### config.mk
export PLATFORM = sky130hd
export DESIGN_NAME = serial_subtractor
export DESIGN_NICKNAME = d
export VERILOG_FILES = /design/src/rtl/arith_pkg.sv /design/src/rtl/full_subtractor.sv /design/src/rtl/serial_subtractor.sv
export SDC_FILE = /design/constraint.sdc
export NUM_CORES = 1
export LEC_CHECK = 0
export CAP_MARGIN = 20
export CELL_PAD_IN_SITES_DETAIL_PLACEMENT = 1
export CELL_PAD_IN_SITES_GLOBAL_PLACEMENT = 1
export CORE_MARGIN = 4
export CORE_UTILIZATION = 30
export CTS_CLUSTER_SIZE = 25
export DETAILED_ROUTE_END_ITERATION = 16
export GPL_ROUTABILITY_DRIVEN = 0
export PLACE_DENSITY = 0.76
export SLEW_MARGIN = 15
export SYNTH_ARGS = -nofsm -noshare
export SYNTH_HDL_FRONTEND = slang
export SYNTH_SLANG_ARGS = --single-unit
### constraint.sdc
create_clock -name clk -period 2.95 [get_ports clk]
set_input_delay 0.59 -clock clk [delete_from_list [all_inputs] [get_ports clk]]
set_output_delay 0.59 -clock clk [all_outputs]
set_load 0.03 [all_outputs]
### src/rtl/arith_pkg.sv
// Shared definitions for the bit-serial arithmetic blocks (subtractor now, adder later).
// Holds the common FSM encoding and the handshake helpers.
package arith_pkg;

    typedef enum logic [1:0] {
        IDLE = 2'd0,
        BUSY = 2'd1,
        DONE = 2'd2
    } state_t;

    localparam int unsigned ARITH_MIN_WIDTH = 1;
    localparam int unsigned ARITH_MAX_WIDTH = 64;

    // Valid/ready: a transfer happens on a rising clk edge where both valid and ready are high.
    // Valid never waits on ready; ready may depend on state only.
    localparam logic HS_IDLE = 1'b0;
    localparam logic HS_ACTIVE = 1'b1;

    function automatic logic hs_fire(input logic valid, input logic ready);
        return valid && ready;
    endfunction

endpackage

### src/rtl/full_subtractor.sv
// One-bit full subtractor: diff = a - b - bin, with borrow out.
module full_subtractor (
    input  logic a,
    input  logic b,
    input  logic bin,
    output logic diff,
    output logic bout
);

    assign diff = a ^ b ^ bin;
    assign bout = (~a & b) | (~(a ^ b) & bin);

endmodule

### src/rtl/serial_subtractor.sv
// Bit-serial two's-complement subtractor, LSB first, one bit per clock,
// with valid/ready channels on operands and result.
module serial_subtractor
    import arith_pkg::*;
#(
    parameter int unsigned WIDTH = 8
) (
    input  logic             clk,
    input  logic             rst_n,
    input  logic             in_valid,
    output logic             in_ready,
    input  logic [WIDTH-1:0] a,
    input  logic [WIDTH-1:0] b,
    output logic             out_valid,
    input  logic             out_ready,
    output logic [WIDTH-1:0] diff,
    output logic             borrow,
    output logic             overflow,
    output logic             busy
);

    localparam int unsigned CW = $clog2(WIDTH + 1);
    localparam logic [CW-1:0] LAST_BIT = CW'(WIDTH - 1);

    state_t           state;
    logic [WIDTH-1:0] a_sh;
    logic [WIDTH-1:0] b_sh;
    logic [WIDTH-1:0] diff_next;
    logic [CW-1:0]    cnt;
    logic             br;
    logic             a_msb;
    logic             b_msb;
    logic             d;
    logic             bo;

    full_subtractor u_fs (
        .a    (a_sh[0]),
        .b    (b_sh[0]),
        .bin  (br),
        .diff (d),
        .bout (bo)
    );

    // The result register doubles as the shift register: new bits enter at the MSB.
    always_comb begin
        diff_next = diff >> 1;
        diff_next[WIDTH-1] = d;
    end

    assign borrow = br;

    always_ff @(posedge clk or negedge rst_n) begin
        if (!rst_n) begin
            state     <= IDLE;
            a_sh      <= '0;
            b_sh      <= '0;
            diff      <= '0;
            cnt       <= '0;
            br        <= 1'b0;
            a_msb     <= 1'b0;
            b_msb     <= 1'b0;
            overflow  <= 1'b0;
            out_valid <= 1'b0;
            in_ready  <= 1'b0;
            busy      <= 1'b0;
        end else begin
            case (state)
                IDLE: begin
                    in_ready <= HS_ACTIVE;
                    if (hs_fire(in_valid, in_ready)) begin
                        a_sh     <= a;
                        b_sh     <= b;
                        a_msb    <= a[WIDTH-1];
                        b_msb    <= b[WIDTH-1];
                        br       <= 1'b0;
                        cnt      <= '0;
                        overflow <= 1'b0;
                        in_ready <= HS_IDLE;
                        busy     <= 1'b1;
                        state    <= BUSY;
                    end
                end
                BUSY: begin
                    a_sh <= a_sh >> 1;
                    b_sh <= b_sh >> 1;
                    diff <= diff_next;
                    br   <= bo;
                    cnt  <= cnt + CW'(1);
                    if (cnt == LAST_BIT) begin
                        // d is the final result MSB, so overflow is known on this edge.
                        overflow  <= (a_msb != b_msb) && (d != a_msb);
                        busy      <= 1'b0;
                        out_valid <= HS_ACTIVE;
                        state     <= DONE;
                    end
                end
                DONE: begin
                    if (hs_fire(out_valid, out_ready)) begin
                        out_valid <= HS_IDLE;
                        in_ready  <= HS_ACTIVE;
                        state     <= IDLE;
                    end
                end
                default: begin
                    state <= IDLE;
                end
            endcase
        end
    end

endmodule

# ---- Yosys cells after proc, flatten, opt, wreduce, memory -nomap -nowiden
# Index checks and enable logic that the tools add are counted.
dict set report word_totals {
  regBits 37
  latch_bits 0
  ram_bits 0
  rom_bits 0
  output_inout_bits 13
  wordCells 64
  n_memories 0
}
dict set report classes {
  n_addsub 1
  n_mul 0
  n_div 0
  order_cmp 0
  n_eq_ne 8
  n_shift 0
  muxes 23
  n_bitwise 7
  reduce_logical 13
}
# cell n
set ops {}
lappend ops {{case mux 8 bit (2 select lines)} 2}
lappend ops {{two-way mux 8 bit} 2}
lappend ops {{case mux 1 bit (2 select lines)} 5}
lappend ops {{AND reduction 3 bit} 3}
lappend ops {{two-way mux 1 bit} 8}
lappend ops {{case mux 4 bit (2 select lines)} 1}
lappend ops {{two-way mux 2 bit} 3}
lappend ops {{inequality test 2 bit, second input constant} 3}
lappend ops {{case mux 2 bit (3 select lines)} 1}
lappend ops {{AND reduction 2 bit} 3}
lappend ops {{nonzero test 2 bit} 3}
lappend ops {{adder 4 x 1 -> 4 bit, second input constant} 1}
lappend ops {{equality test 4 x 3 -> 1 bit, second input constant} 1}
lappend ops {{two-way mux 4 bit} 1}
lappend ops {{logical AND 1 bit} 3}
lappend ops {{bitwise AND 1 bit} 2}
lappend ops {{equality test 2 x 1 -> 1 bit, second input constant} 1}
lappend ops {{equality test 2 bit, second input constant} 1}
lappend ops {{zero test 2 bit} 1}
lappend ops {{inequality test 1 bit} 2}
lappend ops {{NOT 1 bit} 2}
lappend ops {{XOR 1 bit} 2}
lappend ops {{OR 1 bit} 1}

# ---- Depth between registers and ports, before layout
dict set report depth {
  ltp_word 6
  depth_mapped 5
  depth_no_buf 5
}

# ---- Cells and area by module
# From an unflattened synthesis, not the netlist that was laid out.
dict set report unflattened {
  cells_unflattened 164
  hier_area_um2 1620.3
}
# mod n_inst cells_per_inst area_each_um2 seq_area_each_um2
set by_module_without_submodules {}
lappend by_module_without_submodules {serial_subtractor 1 160 1589.0 925.9}
lappend by_module_without_submodules {full_subtractor 1 4 31.3 0.0}

# ---- Worst setup path before layout
# No wires, ideal clock.
dict set report synth_path {
  path_type {register -> register}
  start {reg br (netlist: borrow)}
  end {reg overflow}
  setup_ns 0.120
  arrival_time_ns 1.619
  required_ns 2.830
  path_slack_ns 1.211
  stages_incl_launch_ff 5
  n_path_buf 0
  period_less_slack_ns 1.739
  path_cell_list {dfrtp_1 fa_1 and3b_1 o221a_2 a31o_2}
}
dict set report synth_between {
  elab_chain_cells 5
}
# element line_no
set synth_rtl {}
lappend synth_rtl {{start: declaration} serial_subtractor.sv:30} ;# logic br;
lappend synth_rtl {{start signal: assignment} serial_subtractor.sv:87} ;# br <= bo;
lappend synth_rtl {{XOR 1 bit} full_subtractor.sv:10} ;# assign diff = a ^ b ^ bin;
lappend synth_rtl {{inequality test 1 bit} serial_subtractor.sv:91} ;# overflow <= (a_msb != b_msb) && (d != a_msb);
lappend synth_rtl {{logical AND 1 bit} serial_subtractor.sv:91}
lappend synth_rtl {{two-way mux 1 bit} serial_subtractor.sv:89} ;# if (cnt == LAST_BIT) begin
lappend synth_rtl {{case mux 1 bit (2 select lines)} serial_subtractor.sv:67} ;# case (state)
lappend synth_rtl {{end signal: assignment} serial_subtractor.sv:91}
lappend synth_rtl {{end: declaration} serial_subtractor.sv:18} ;# output logic overflow,
# Every way passes these cells. The select of a mux whose other input is x is not followed.
# A chain may end at the register's enable or synchronous reset.

# ---- Worst setup path after layout
dict set report layout_path {
  start {reg br (netlist: borrow)}
  end {out borrow}
}
# element line_no
set layout_rtl {}
lappend layout_rtl {{end: declaration} serial_subtractor.sv:17} ;# output logic borrow,
# No word-level cell between the ends.

==> flow_summary_export.csv <==
group,metric,value,unit
logic_synthesis,synthesis.area_per_instance,9.47,µm²
route,drtIter0Drc,60,
logic_synthesis,post-synth-top-count-cell,"sky130_fd_sc_hd__nand2_1",
route,firstDrtPassIters,4,
logic_synthesis,async_flop_share,1.00,
power,internal_power,1.39,mW
critical_path,crit_slowest_cell,"sky130_fd_sc_hd__clkdlybuf4s50_1",
critical_path,cp_data_required_time,2.36,ns
floorplan,die_w,82.3,µm
clock_network,cts.path.max_buffers,2,
floorplan,placement_rows,26,
global_routing,grt_pass1_vias,1320,
critical_path,crit_chain,"clkdlybuf4s50_1",
clock_network,post-cts-setup-buffers,0,
route,viasPerCell,4.74,
power,max-vdd-ir-drop,0.434,mV
power,switching_share,0.404,
clock_network,cts-buffers-inserted,5,
route,drcViolationCount,0,
power,power_frac_comb,0.450,
timing,tns,0,ns
power,cellLeakagePower,0.985,nW
critical_path,crit_path_max_cell_delay,0.69,ns
logic_synthesis,synth.top_cells.by_count,"sky130_fd_sc_hd__nand2_1, sky130_fd_sc_hd__dfrtp_1, sky130_fd_sc_hd__nor2_1, sky130_fd_sc_hd__a31oi_1, sky130_fd_sc_hd__buf_2",
timing,slew_viol_final,0,
logic_synthesis,syn_area,1660,µm²
floorplan,floorplan.initialDensity,0.317,
critical_path,family_with_the_most_delay_on_the_worst_path,"buffers and inverters",
global_routing,grt_use_total,0.120,
floorplan,io_pins,33,
clock_network,cts.reportedPaths.clkPinSlew,0.08,ns
run_status,status,"completed",
clock_network,cts-hold-fix-buffers,0,
clock_network,cts_sinks,37,
timing,setup_repair_after_global_routing_missed_its_margin,"false",
route,wirelength,3.61,mm
logic_synthesis,synth_seq_cells,37,
logic_synthesis,netlist_instances,175,
placed_design,place.detailed.hpwl,2.47,mm
power,clock_group_share_of_total_power,0.166,
logic_synthesis,synth_sequential_area_ratio,0.558,
floorplan,placeable_area,5240,µm²
layout,fill_cells,613,
route,route.vias.total,1314,
logic_synthesis,postSynth.topFlopCell,"sky130_fd_sc_hd__dfrtp_1",
timing,maxSlewHeadroom,0.450,
logic_synthesis,netlist_top_cells_area,"sky130_fd_sc_hd__dfrtp_1, sky130_fd_sc_hd__nand2_1, sky130_fd_sc_hd__a31oi_1, sky130_fd_sc_hd__nor2_1, sky130_fd_sc_hd__buf_2",
power,totalPowerFinal,2.34,mW
clock_network,clock_tree_from_tritoncts,"yes",
floorplan,die_y,82.3,µm
critical_path,critical_path.endpoint_type,"primary output",
floorplan,die_area,6780,µm²
timing,fmaxAchievable,0.511,GHz
critical_path,ws_path_type,"reg -> out",
clock_network,cts.repair.resized,0,
global_routing,gr-total-overflow,0,
run,max-cap-violations,0,
logic_synthesis,synth_nets,197,
timing,worst_pin_slew,0.826,ns
global_routing,grt_max_degree,47,
global_routing,antenna_found_initial,0,
layout,final_net_count,228,
critical_path,critPathMaxFanout,3,
clock_network,clock_tree.root_cell,"sky130_fd_sc_hd__clkbuf_8",
logic_synthesis,post-synth-top-area-fraction,0.558,
route,postRouteAntennaNets,0,
critical_path,worstSetupStartpointType,"register",
clock_network,cts_max_level,2,
critical_path,arrival,1.37,ns
timing,final.min_clock_period,1.96,ns
critical_path,cp_num_buf_inv,1,
placed_design,portBuffers,32,
hold_path,worstHoldPathType,"in -> async",
logic_synthesis,post-synth-top-area-cell,"sky130_fd_sc_hd__dfrtp_1",
power,power_density,1110,nW/µm²
timing,final-setup-viol-count,0,
logic_synthesis,synth_cell_type_count,30,
layout,post_route_cells_drive_above_1_share,0.0821,
timing,hold_violations,0,
layout,synthesis_to_layout_area_growth,27.3,%
route,routed_wire_length_per_instance,13.0,µm
layout,post-route-util,0.403,
global_routing,grt_pass1_wl,6.13,mm
timing,layout_worst_path_cycle_share,0.663,
clock_network,clock_latency,0.28,ns
layout,antenna_cells_inserted,0,
power,switching_power,0.945,mW
logic_synthesis,synth_edf_count,0,
timing,timing.clock.skew,0.00647,ns
logic_synthesis,synth-warning-count,0,
power,relative_contribution_of_sequential_cells_to_total_power,0.384,
==> worst reg2reg max path: stages, from the launching register on <==
cell and delay, ns:
sky130_fd_sc_hd__dfrtp_1 0.40, sky130_fd_sc_hd__fa_1 0.53, sky130_fd_sc_hd__and3b_1 0.20, sky130_fd_sc_hd__o221a_2 0.24, sky130_fd_sc_hd__a31o_2 0.22
==> registers in the layout, indices dropped and copies added (netlist names) <==
name       flops
in_ready       1
busy           1
overflow       1
borrow         1
b_sh           8
state          2
a_sh           8
diff           8
b_msb          1
out_valid      1
a_msb          1
cnt            4
==> area by class of cell <==
| type | instances | area, µm² | area share |
|---|---|---|---|
| sequential | 37 | 926 | 0.439 |
| multi-input combinational | 126 | 654 | 0.310 |
| clock buffer | 7 | 96.3 | 0.0456 |
| timing repair buffer | 35 | 338 | 0.160 |
| inverter | 1 | 3.75 | 0.00178 |
| tap | 70 | 87.6 | 0.0415 |
| clock inverter | 1 | 5.00 | 0.00237 |
==> layout by cell type (no fill, tap or decap), drive strengths merged, types with 4 or more instances in the layout <==
cell and count:
dfrtp 37, nand3 5, clkbuf 7, nor2 15, nand2 67, o21ai 4
clkdlybuf4s50 31, buf 4, a31oi 14
==> cells by family after synthesis <==
| kind of cell | share of synthesized area |
|---|---|
| compound gates | 0.0943 |
| fa+ha+maj | 0.0196 |
| simple gates | 0.252 |
| flops | 0.558 |
| buf+inv | 0.0468 |
| mux | 0.0287 |
==> layer usage <==
metal / track usage / part of all wire / vias to the layer above
li1: - / - / 641
met1: 0.162 / 0.48 / 637
met2: 0.184 / 0.46 / 31
met3: 0.0315 / 0.055 / 5
met4: 0.0399 / 0.0094 / 0
met5: 0 / 0 / -
==> power by group through the flow <==
stage                     Sequential [mW]  Clock [mW]  Combinational, mW
after floorplan                      1.01           0              0.648
after global placement              0.902           0               1.04
after detailed placement            0.911           0               1.07
after CTS                           0.904       0.396               1.08
after global routing                0.935       0.425               1.19
final                               0.898       0.387               1.05
==> final timing paths <==
kind | from | to | slack, ns | cells past startpoint
worst max-delay path | borrow | borrow | 0.99 | 1
worst min-delay path | rst_n | cnt[1] | 0.40 | 1
worst max register to register | b_sh[0] | overflow | 1.24 | 4
worst min register to register | diff[0] | diff[0] | 0.49 | 2
max in group asynchronous | rst_n | a_sh[2] | 2.03 | 1
min in group clk | diff[0] | diff[0] | 0.49 | 2
==> through the flow <==
step                      hold slack [ns]  instance area, µm²  instances  setup WS (ns)
after global routing                0.465                2110        277          0.943
after floorplan                     0.294                1660        175           1.21
after detailed placement            0.480                2010        269          0.712
after CTS                           0.431                2110        277          0.974
final                               0.403                2110        277          0.993
after global placement              0.465                2010        269          0.728
(Power assumes the default switching activity.)
